$ cat src/rtl/mem_responder.sv
// Single-port SRAM responder: accepts one request at a time,
// runs a fixed-length SRAM access, then holds the response until taken.
module mem_responder #(
    parameter int DATA_W      = 16,
    parameter int ADDR_W      = 16,
    parameter int WAIT_CYCLES = 2,
    parameter int MEM_WORDS   = 4096
) (
    input  logic              clk,
    input  logic              reset,
    input  logic              req_valid,
    output logic              req_ready,
    input  logic              req_write,
    input  logic [ADDR_W-1:0] req_addr,
    input  logic [DATA_W-1:0] req_wdata,
    output logic              rsp_valid,
    input  logic              rsp_ready,
    output logic [DATA_W-1:0] rsp_rdata,
    output logic              rsp_err,
    output logic              sram_en,
    output logic              sram_we,
    output logic [ADDR_W-1:0] sram_addr,
    output logic [DATA_W-1:0] sram_wdata,
    input  logic [DATA_W-1:0] sram_rdata,
    output logic [7:0]        txn_count
);

    typedef enum logic [1:0] {
        IDLE,
        ACCESS,
        RESP
    } state_e;

    // One extra bit so MEM_WORDS == 2**ADDR_W still compares correctly.
    localparam logic [ADDR_W:0] MEM_LIM  = (ADDR_W+1)'(MEM_WORDS);
    localparam logic [3:0]      CNT_INIT = 4'(WAIT_CYCLES - 1);

    state_e            state_q, state_d;
    logic [3:0]        cnt_q, cnt_d;
    logic              wr_q, wr_d;
    logic [ADDR_W-1:0] addr_q, addr_d;
    logic [DATA_W-1:0] wdata_q, wdata_d;
    logic [DATA_W-1:0] rdata_q, rdata_d;
    logic              err_q, err_d;
    logic [7:0]        txn_q, txn_d;

    // Next-state logic: capture in IDLE, count down in ACCESS, wait in RESP.
    always_comb begin
        state_d = state_q;
        cnt_d   = cnt_q;
        wr_d    = wr_q;
        addr_d  = addr_q;
        wdata_d = wdata_q;
        rdata_d = rdata_q;
        err_d   = err_q;
        txn_d   = txn_q;
        unique case (state_q)
            IDLE: begin
                if (req_valid) begin
                    wr_d    = req_write;
                    addr_d  = req_addr;
                    wdata_d = req_wdata;
                    if ({1'b0, req_addr} < MEM_LIM) begin
                        state_d = ACCESS;
                        cnt_d   = CNT_INIT;
                    end else begin
                        // Out of range: skip the SRAM entirely.
                        state_d = RESP;
                        err_d   = 1'b1;
                        rdata_d = '0;
                    end
                end
            end
            ACCESS: begin
                if (cnt_q == 4'd0) begin
                    state_d = RESP;
                    err_d   = 1'b0;
                    rdata_d = wr_q ? wdata_q : sram_rdata;
                end else begin
                    cnt_d = cnt_q - 4'd1;
                end
            end
            RESP: begin
                if (rsp_ready) begin
                    state_d = IDLE;
                    txn_d   = txn_q + 8'd1;
                end
            end
            default: state_d = IDLE;
        endcase
    end

    // State and captured-transaction registers.
    always_ff @(posedge clk or posedge reset) begin
        if (reset) begin
            state_q <= IDLE;
            cnt_q   <= '0;
            wr_q    <= 1'b0;
            addr_q  <= '0;
            wdata_q <= '0;
            rdata_q <= '0;
            err_q   <= 1'b0;
            txn_q   <= '0;
        end else begin
            state_q <= state_d;
            cnt_q   <= cnt_d;
            wr_q    <= wr_d;
            addr_q  <= addr_d;
            wdata_q <= wdata_d;
            rdata_q <= rdata_d;
            err_q   <= err_d;
            txn_q   <= txn_d;
        end
    end

    // SRAM strobes are decoded from state, so reset drops them at once.
    assign req_ready  = (state_q == IDLE);
    assign rsp_valid  = (state_q == RESP);
    assign rsp_rdata  = rdata_q;
    assign rsp_err    = err_q;
    assign sram_en    = (state_q == ACCESS);
    assign sram_we    = sram_en & wr_q;
    assign sram_addr  = sram_en ? addr_q : '0;
    assign sram_wdata = sram_en ? wdata_q : '0;
    assign txn_count  = txn_q;

endmodule

$ cat config.mk
export PLATFORM = sky130hd
export DESIGN_NAME = mem_responder
export DESIGN_NICKNAME = d
export VERILOG_FILES = /design/src/rtl/mem_responder.sv
export SDC_FILE = /design/constraint.sdc
export NUM_CORES = 1
export LEC_CHECK = 0
export ABC_AREA = 1
export CORE_MARGIN = 8
export CORE_UTILIZATION = 25
export DETAILED_ROUTE_END_ITERATION = 16
export GPL_ROUTABILITY_DRIVEN = 0
export SLEW_MARGIN = 20
export SYNTH_ARGS = -nofsm -noshare
export SYNTH_HDL_FRONTEND = slang
export SYNTH_SLANG_ARGS = --single-unit
$ cat constraint.sdc
create_clock -name clk -period 2.8 [get_ports clk]
set_clock_uncertainty 0.15 [all_clocks]
set_input_delay 0.56 -clock clk [delete_from_list [all_inputs] [get_ports clk]]
set_output_delay 0.56 -clock clk [all_outputs]
set_load 0.02 [all_outputs]
### After elaboration in Yosys (flattened, before gate mapping)

Index checks and enable logic that the tools add are counted.
Widths: inputs -> output; s select.

* register bits: 64
* bits in latches: 0
* RAM bits: 0
* bits in read-only memories: 0
* bits of input ports: 53
* output and inout bits: 61
* logic and storage cells: 48
* memories: 0

* $add $sub $neg: 2
* multiply operators: 0
* divide/modulo/power cells: 0
* $lt $le $gt $ge: 1
* equality and inequality tests: 8
* shifts and indexed selects: 0
* muxes and demuxes: 20
* bitwise operators: 1
* reduce and logical (&&, ||, !) cells: 8

Operator list (count)
* $mux 16: 6
* $pmux 16 s2: 1
* $lt 16x13->1 const B: 1
* $mux 4: 3
* $add 8x1->8 const B: 1
* $mux 2: 4
* $pmux 4 s2: 1
* $reduce_and 4->1: 2
* $ne 2x1->1 const B: 3
* $ne 2x2->1 const B: 3
* $pmux 2 s3: 1
* $logic_not 4->1: 1
* $reduce_and 2->1: 2
* $sub 4x1->4 const B: 1
* $mux 1: 3
* $reduce_and 3->1: 1
* $eq 2x1->1 const B: 1
* $eq 2x2->1 const B: 1
* $logic_not 2->1: 1
* $pmux 1 s2: 1
* $reduce_bool 2->1: 1
* $and 1x1->1: 1

### Logic depth before layout (Yosys ltp)

Gate-level depths: netlist of the first run.

* depth in word-level cells: 4
* depth in mapped cells: 8
* gate-level depth less buffers: 7

### Least setup slack after synthesis of the first run

OpenSTA, ideal clock, no wires.

* path type: reg-to-output
* start point: register state_q[1]
* end point: output sram_addr[0]
* data arrival time: 1.089 ns
* data required time: 2.090 ns
* path slack: 1.001 ns
* stages on the path, launching flop included: 5
* buffers on the path: 1
* path through: dfrtp_1 -> inv_2 -> nand2_2 -> clkbuf_1 -> nor2_1

* word-level cells in the longest chain between the ends: 2

RTL lines
* start, declared: line 38 `state_e state_q, state_d;`
* start signal, assigned: line 105 `state_q <= state_d;`
* $eq 2x1->1: line 121 `assign sram_en = (state_q == ACCESS);`
* $mux 16: line 123 `assign sram_addr = sram_en ? addr_q : '0;`
* end, declared: line 22 `output logic [ADDR_W-1:0] sram_addr,`

No other way between the ends.

### Worst setup path in the final report of the first run

* start point: register state_q[0]
* end point: output sram_wdata[10]

* word-level cells in the longest chain between the ends: 2

RTL lines
* $eq 2x1->1: line 121
* $mux 16: line 124 `assign sram_wdata = sram_en ? wdata_q : '0;`
* end, declared: line 23 `output logic [DATA_W-1:0] sram_wdata,`

No other way between the ends.

==> summary.txt, run 1 <==
Yosys
  • Post-synthesis register bit count: 64
  • Distinct cell type count after synthesis: 24
  • Mean area per synthesized cell: 7.94 um^2
  • Top area cells in the synthesized netlist: sky130_fd_sc_hd__dfrtp_1, sky130_fd_sc_hd__nand2_1, sky130_fd_sc_hd__nor2_1
  • Netlist Area Pre-Place: 3030 um^2
  • Synthesis Warnings: 0
  • Synthesized net count: 438
  • Proportion of netlist area held by the largest area contributor: 0.528
  • Post-synth top area cell: sky130_fd_sc_hd__dfrtp_1
  • Share of synthesized area occupied by flip-flops and latches: 0.528
  • Count of mapped cells out of synthesis: 382

Clock tree
  • Post-CTS setup buffers: 0
  • Count of H-tree levels built during CTS: 3
  • Clock transition at the register clock pins on the worst setup and hold paths after CTS: 0.06 ns
  • Clock tree buffer depth: 2
  • Number of buffers inserted during clock tree synthesis: 9
  • Clock sink count: 64
  • Clock insertion delay at the later pin of the skew report: 0.33 ns
  • Root cell of the clock tree: sky130_fd_sc_hd__clkbuf_16
  • CTS tree: done

Timing
  • Final critical-path required period: 2.68 ns
  • Unrepaired setup endpoints after global routing: no
  • Final period utilization: 0.957
  • Hold Slack: 0.323 ns
  • Number of failing setup endpoints in the final timing report: 0
  • Upper clock frequency limit: 373 MHz
  • Worst-margin pin slew: 0.413 ns
  • Tightest slew margin relative to the limit: 0.724
  • Max-slew violation total from the final report: 0
  • Final hold vios: 0
  • Sum of negative setup slack: 0 ns

Setup path
  • Worst setup SP type: flop
  • Startpoint of the most critical register-to-register path: state_q[0]$_DFFE_PP0P_
  • Worst-path maximum fanout: 26
  • Arrival time of the worst setup path: 1.97 ns
  • Flop2flop setup slack: 0.66 ns
  • Crit path launch: state_q[0]$_DFFE_PP0P_
  • CP Capture Type: primary output
  • Kind of critical path: reg2out
  • Endpoint of the most critical register-to-register path: rsp_rdata[5]$_DFFE_PP0P_
  • Data required time at the worst endpoint: 2.09 ns
  • Length in cells of the worst reg-to-reg path: 8

Global routing
  • Total overflow reported by the global router: 0
  • Global-route wire length before repair: 15200 um
  • Antenna violations before repair: 0
  • Pin count of the biggest net entering global routing: 67
  • Vias in the first global route: 2963
  • Global-route usage over all layers: 0.118

Placed design
  • Detail Placement HPWL: 6780 um
  • I/O Buffers: 113

Floorplan
  • Effective utilization at floorplan: 0.255
  • Row Count: 40
  • Area of the placeable core: 11900 um^2
  • Die Y-Extent: 126 um
  • Area of the die: 15900 um^2
  • Die X-Extent: 126 um
  • Ports placed on the boundary: 114

Hold path
  • Worst Min Path Start: rsp_rdata[15]$_DFFE_PP0P_
  • Hold Path Stages: 2
  • Hold Crit Endpoint: rsp_rdata[15]$_DFFE_PP0P_
  • Worst min-delay path class: reg2reg

Finish
  • Commonest cells after routing, fill and taps aside: sky130_fd_sc_hd__clkdlybuf4s50_1, sky130_fd_sc_hd__nand2_1, sky130_fd_sc_hd__nor2_1, sky130_fd_sc_hd__dfrtp_1, sky130_fd_sc_hd__inv_1
  • Number of filler instances in the final layout: 1235
  • Signed area change from the synthesized netlist to the final layout: 51.7%
  • Final core utilization: 0.386
  • Commonest non-fill, non-tap cell in the layout: sky130_fd_sc_hd__clkdlybuf4s50_1
  • NumNets Final: 550
  • Count of inserted antenna diode cells: 0
  • Proportion of layout cells with a drive suffix above 1: 0.0581

Drt
  • Final Routed Wirelength: 8900 um
  • Detailed-route wire length per cell: 13.8 um
  • Initial drt markers: 156
  • Via density: 4.31
  • Number of vias in the routed layout: 2786
  • Drc violations: 0
  • ANT nets after route: 0
  • Detailed-routing iteration count for the pre-antenna-repair pass: 4

Power and ir drop
  • Largest voltage drop on the vdd net: 0.264 mV
  • Power Density: 794 nW/um^2
  • Static leakage: 2.22 nW

Outcome
  • Outcome: complete, no violations

Run
  • Max_cap viols: 0
-- synth_stat cells --
master / count
sky130_fd_sc_hd__nand3_4: 1
sky130_fd_sc_hd__or2_0: 1
sky130_fd_sc_hd__ha_1: 3
sky130_fd_sc_hd__nand4_1: 5
sky130_fd_sc_hd__xor2_1: 4
sky130_fd_sc_hd__o21ai_0: 16
sky130_fd_sc_hd__inv_4: 1
sky130_fd_sc_hd__buf_2: 3
sky130_fd_sc_hd__nand2_4: 1
sky130_fd_sc_hd__nor4_1: 1
sky130_fd_sc_hd__clkbuf_1: 8
sky130_fd_sc_hd__inv_2: 1
sky130_fd_sc_hd__nor2_1: 74
sky130_fd_sc_hd__o31ai_1: 1
sky130_fd_sc_hd__a21oi_1: 34
sky130_fd_sc_hd__nand3_1: 28
sky130_fd_sc_hd__dfrtp_1: 64
sky130_fd_sc_hd__buf_6: 4
sky130_fd_sc_hd__o21a_1: 1
sky130_fd_sc_hd__buf_4: 2
sky130_fd_sc_hd__nand2_2: 1
sky130_fd_sc_hd__nand2_1: 78
sky130_fd_sc_hd__nor2_2: 1
sky130_fd_sc_hd__inv_1: 49
-- layout make-up --
cell class | count | area [um^2] | share of cell area
Sequential cell | 64 | 1600 | 0.348
Timing Repair Buffer | 118 | 1190 | 0.259
Multi-Input combinational cell | 250 | 1150 | 0.250
Clock buffer | 9 | 225 | 0.0489
Inverter | 51 | 194 | 0.0421
Tap cell | 147 | 184 | 0.0400
Clock inverter | 7 | 55.1 | 0.0120
-- registers in the layout, indices dropped and copies added, names as in the netlist --
name	flops
wr_q	1
cnt_q	4
state_q	2
wdata_q	16
rsp_rdata	16
addr_q	16
rsp_err	1
txn_count	8
-- stage by stage --
| step | setup WS (ns) | instance area [um^2] | power, W | instances |
|---|---|---|---|---|
| floorplan | 0.492 | 3030 | 0.00217 | 382 |
| global placement | 0.311 | 4310 | 0.00262 | 630 |
| detailed placement | 0.273 | 4310 | 0.00266 | 630 |
| CTS | 0.0815 | 4590 | 0.00372 | 646 |
| global route | 0.00170 | 4600 | 0.00395 | 646 |
| finish | 0.120 | 4600 | 0.00365 | 646 |
-- worst max path at each step --
stage	endpoint	slack, ns
after detailed placement	sram_wdata[10]	0.27
after global placement	sram_wdata[14]	0.31
after CTS	sram_wdata[10]	0.08
after global routing	sram_wdata[7]	0.002
after floorplan	addr_q[0]$_DFFE_PP0P_	0.49
final	sram_wdata[10]	0.12
-- logic make-up (layout without fill, tap and decap cells) --
kind of cell / after synthesis / in the layout / share of synthesized area
buffers and inverters: 68 / 185 / 0.0986
XOR/XNOR: 4 / 4 / 0.0115
AO/OA/AOI/OAI: 52 / 52 / 0.0874
flip-flops: 64 / 64 / 0.528
adder cells (fa/ha/maj): 3 / 3 / 0.0124
AND/OR/NAND/NOR: 191 / 191 / 0.262
-- report_power, final --
part	internal [W]	total, W	switching (W)
clock network	0.000605	0.00103	0.000423
logic	0.000505	0.00125	0.000749
registers	0.00122	0.00137	0.000150
total	0.00233	0.00365	0.00132
-- repair_timing --
action                                  4_1_cts  5_1_grt
hold buffers                                  0        0
gates resized for setup                       1        1
endpoints found under the hold margin         0        0
endpoints found under the setup margin        9        7
-- critical path: stages, from the launching register on --
cell	delay, ns
sky130_fd_sc_hd__dfrtp_1	0.52
sky130_fd_sc_hd__nand2_8	0.17
sky130_fd_sc_hd__buf_4	0.22
sky130_fd_sc_hd__nor2_1	0.10
sky130_fd_sc_hd__clkdlybuf4s50_1	0.62
-- layer usage --
layer	part of all wire	global-route usage
met1	0.44	0.141
met2	0.49	0.200
met3	0.062	0.0443
met4	0.0063	0.0241
met5	0	0
No activity file was read; power rests on OpenSTA's default activity.
==> inputs of run 2 (changes only) <==
Settings changed: CORE_MARGIN 8 to not set.
==> run 2 against run 1 <==
The run now ends with DRC left. Total power up 1.2%. Cell count is 0.77% lower. First-iteration DRC count shrank 10%. Sequential power about the same. Die area decreased by 21%. Final area down 0.24%. Register-to-register slack better by 0.04 ns. Flip-flop and latch count stayed put. Critical path depth is 1 higher. Via count increased by 1.5%. Critical path type unchanged. Largest cell class unchanged.
==> summary.txt, run 2 (same netlist as run 1, synthesis figures left out) <==
Drt
  • Detailed-routing iteration count for the pre-antenna-repair pass: 12 (+8)
  • Number of vias in the routed layout: 2827 (+1.5%)
  • Final Routed Wirelength: 7920 um (-11%)
  • Drc violations: 2 (+2)
  • Detailed-route wire length per cell: 12.4 um (-10%)
  • ANT nets after route: 0 (unchanged)
  • Initial drt markers: 140 (-10%)
  • Via density: 4.41 (+2.3%)

Timing
  • Final period utilization: 0.934 (-0.0234)
  • Tightest slew margin relative to the limit: 0.741 (+0.0162)
  • Max-slew violation total from the final report: 0 (unchanged)
  • Final hold vios: 0 (unchanged)
  • Upper clock frequency limit: 382 MHz (+2.5%)
  • Unrepaired setup endpoints after global routing: no
  • Final Worst Setup Slack: 0.185 ns (+0.0655 ns)
  • Sum of negative setup slack: 0 ns (unchanged)
  • Worst-margin pin slew: 0.389 ns (-0.0238 ns)
  • Number of failing setup endpoints in the final timing report: 0 (unchanged)
  • Hold Slack: 0.326 ns (+0.00291 ns)
  • Final critical-path required period: 2.61 ns (-0.0655 ns)

Setup path
  • Endpoint of the most critical register-to-register path: rsp_rdata[10]$_DFFE_PP0P_
  • Worst-path maximum fanout: 35 (+35%)
  • Crit path launch: state_q[1]$_DFFE_PP0P_
  • Worst path cell trace: inv_2 -> nand2_2 -> buf_4 -> nor2_1 -> clkdlybuf4s50_1
  • Data required time at the worst endpoint: 2.09 ns (about the same)
  • Worst setup endpoint: sram_wdata[9]
  • WP buf/inv: 3 (+1)
  • Worst path max stage delay: 0.62 ns (about the same)
  • Startpoint of the most critical register-to-register path: state_q[0]$_DFFE_PP0P_
  • CP Capture Type: primary output
  • Flop2flop setup slack: 0.70 ns (+0.04 ns)
  • Total number of cells along the worst setup path: 5 (+1)
  • Kind of critical path: reg2out
  • Family of cells with the greatest summed delay on the critical path: buffers and inverters
  • Worst setup SP type: flop
  • Arrival time of the worst setup path: 1.90 ns (-0.07 ns)
  • Length in cells of the worst reg-to-reg path: 8 (unchanged)
  • Critical Path Slowest Stage Cell: sky130_fd_sc_hd__clkdlybuf4s50_1

Clock tree
  • # hold bufs at CTS: 0 (unchanged)
  • Cts repair resizes: 0 (-1)
  • Clock tree buffer depth: 2 (unchanged)
  • Post-CTS setup buffers: 0 (unchanged)
  • Number of buffers inserted during clock tree synthesis: 9 (unchanged)
  • CTS tree: done
  • Root cell of the clock tree: sky130_fd_sc_hd__clkbuf_16
  • Clock transition at the register clock pins on the worst setup and hold paths after CTS: 0.05 ns (about the same)
  • Clock insertion delay at the later pin of the skew report: 0.32 ns (about the same)
  • Clock sink count: 64 (unchanged)
  • Count of H-tree levels built during CTS: 3 (unchanged)

Run
  • Max_cap viols: 0 (unchanged)

Floorplan
  • Ports placed on the boundary: 114 (unchanged)
  • Area of the die: 12600 um^2 (-21%)
  • Effective utilization at floorplan: 0.261 (+0.00653)
  • Row Count: 39 (-2.5%)
  • Die X-Extent: 112 um (-11%)
  • Area of the placeable core: 11600 um^2 (-2.5%)
  • Die Y-Extent: 112 um (-11%)

Finish
  • Commonest cells after routing, fill and taps aside: sky130_fd_sc_hd__clkdlybuf4s50_1, sky130_fd_sc_hd__nand2_1, sky130_fd_sc_hd__nor2_1, sky130_fd_sc_hd__dfrtp_1, sky130_fd_sc_hd__inv_1
  • Proportion of layout cells with a drive suffix above 1: 0.0542 (-0.00390)
  • Final core utilization: 0.395 (+0.00894)
  • NumNets Final: 550 (unchanged)
  • Commonest non-fill, non-tap cell in the layout: sky130_fd_sc_hd__clkdlybuf4s50_1
  • Count of inserted antenna diode cells: 0 (unchanged)
  • Number of filler instances in the final layout: 1222 (-1.1%)
  • Signed area change from the synthesized netlist to the final layout: 51.3%

Placed design
  • I/O Buffers: 113 (unchanged)
  • Detail Placement HPWL: 5870 um (-13%)
  • Worst-case setup slack after placement: 0.508 ns (+0.235 ns)

Global routing
  • Antenna violations before repair: 0 (unchanged)
  • Vias in the first global route: 2719 (-8.2%)
  • Pin count of the biggest net entering global routing: 65 (-3.0%)
  • Global-route wire length before repair: 13200 um (-13%)
  • Global-route usage over all layers: 0.133 (+0.0150)
  • Total overflow reported by the global router: 0 (unchanged)

Power and ir drop
  • Largest voltage drop on the vdd net: 0.268 mV (+1.4%)
  • Power Density: 805 nW/um^2 (+1.5%)
  • Static leakage: 2.24 nW (+0.51%)

Hold path
  • Worst min-delay path class: reg2reg
  • Worst Min Path Start: rsp_rdata[1]$_DFFE_PP0P_

Outcome
  • Outcome: finished, violations left
  • Violated checks: DRC
[run 2: changes by cell type in the layout (fill, tap and decap cells not counted)]
cell                         before  now
sky130_fd_sc_hd__bufinv_16        0    1
sky130_fd_sc_hd__clkbuf_1         0    1
sky130_fd_sc_hd__clkbuf_8         0    1
sky130_fd_sc_hd__clkinv_2         1    3
sky130_fd_sc_hd__clkinv_4         2    0
sky130_fd_sc_hd__clkinvlp_4       2    0
sky130_fd_sc_hd__inv_6            2    0
sky130_fd_sc_hd__nand2_2          1    2
sky130_fd_sc_hd__nand2_8          1    0
[run 2: final cells by class]
| cell class | instances | area [um^2] | share of cell area |
|---|---|---|---|
| clock buffers | 11 | 243 | 0.0529 |
| multi-input cells | 250 | 1140 | 0.247 |
| well taps | 143 | 179 | 0.0390 |
| clock inverters | 4 | 45.0 | 0.00981 |
| inverters | 51 | 194 | 0.0422 |
| repair buffers | 118 | 1190 | 0.260 |
| flip-flops and latches | 64 | 1600 | 0.349 |
[run 2: worst register-to-register path, delay by kind of cell, from the launching register on]
family	cells	cell delay, ns
buffers and inverters	3	0.61
DFF	1	0.44
and+or+nand+nor	5	0.78
[run 2: power breakdown]
part	internal [W]	total, W	leakage (nW)	switching [W]
registers	0.00122	0.00137	0.774	0.000147
logic	0.000503	0.00125	1.32	0.000744
clock network	0.000703	0.00108	0.145	0.000379
total	0.00243	0.00370	2.24	0.00127
[run 2: how the worst min path moves through the flow]
stage	to	slack, ns	depth (start not counted)
2_1_floorplan	cnt_q[0]$_DFFE_PP0P_	0.30	2
3_3_place_gp	rsp_rdata[15]$_DFFE_PP0P_	0.31	2
3_5_place_dp	rsp_rdata[1]$_DFFE_PP0P_	0.31	2
4_1_cts	rsp_rdata[1]$_DFFE_PP0P_	0.33	2
5_1_grt	rsp_rdata[11]$_DFFE_PP0P_	0.36	2
6_report	rsp_rdata[1]$_DFFE_PP0P_	0.33	2
[run 2: routing by layer]
metal  GRT usage  up-vias  share of wire
met2       0.203       87           0.45
li1            -     1412              -
met4      0.0551        0          0.020
met3      0.0351       12          0.064
met5           0        -              0
met1       0.180     1316           0.47
[run 2: stage by stage]
| stage | cells | area (um^2) | power (W) |
|---|---|---|---|
| after detailed placement | 626 | 4300 | 0.00265 |
| after global placement | 626 | 4300 | 0.00262 |
| after global routing | 641 | 4590 | 0.00398 |
| after floorplan | 382 | 3030 | 0.00217 |
| final | 641 | 4590 | 0.00370 |
| after CTS | 641 | 4590 | 0.00375 |
==> inputs of run 3 (changes only) <==
Settings changed: HOLD_SLACK_MARGIN set to 0.1.
==> results of run 3 <==
Final layout, timing and power as in run 2 (identical DEF).
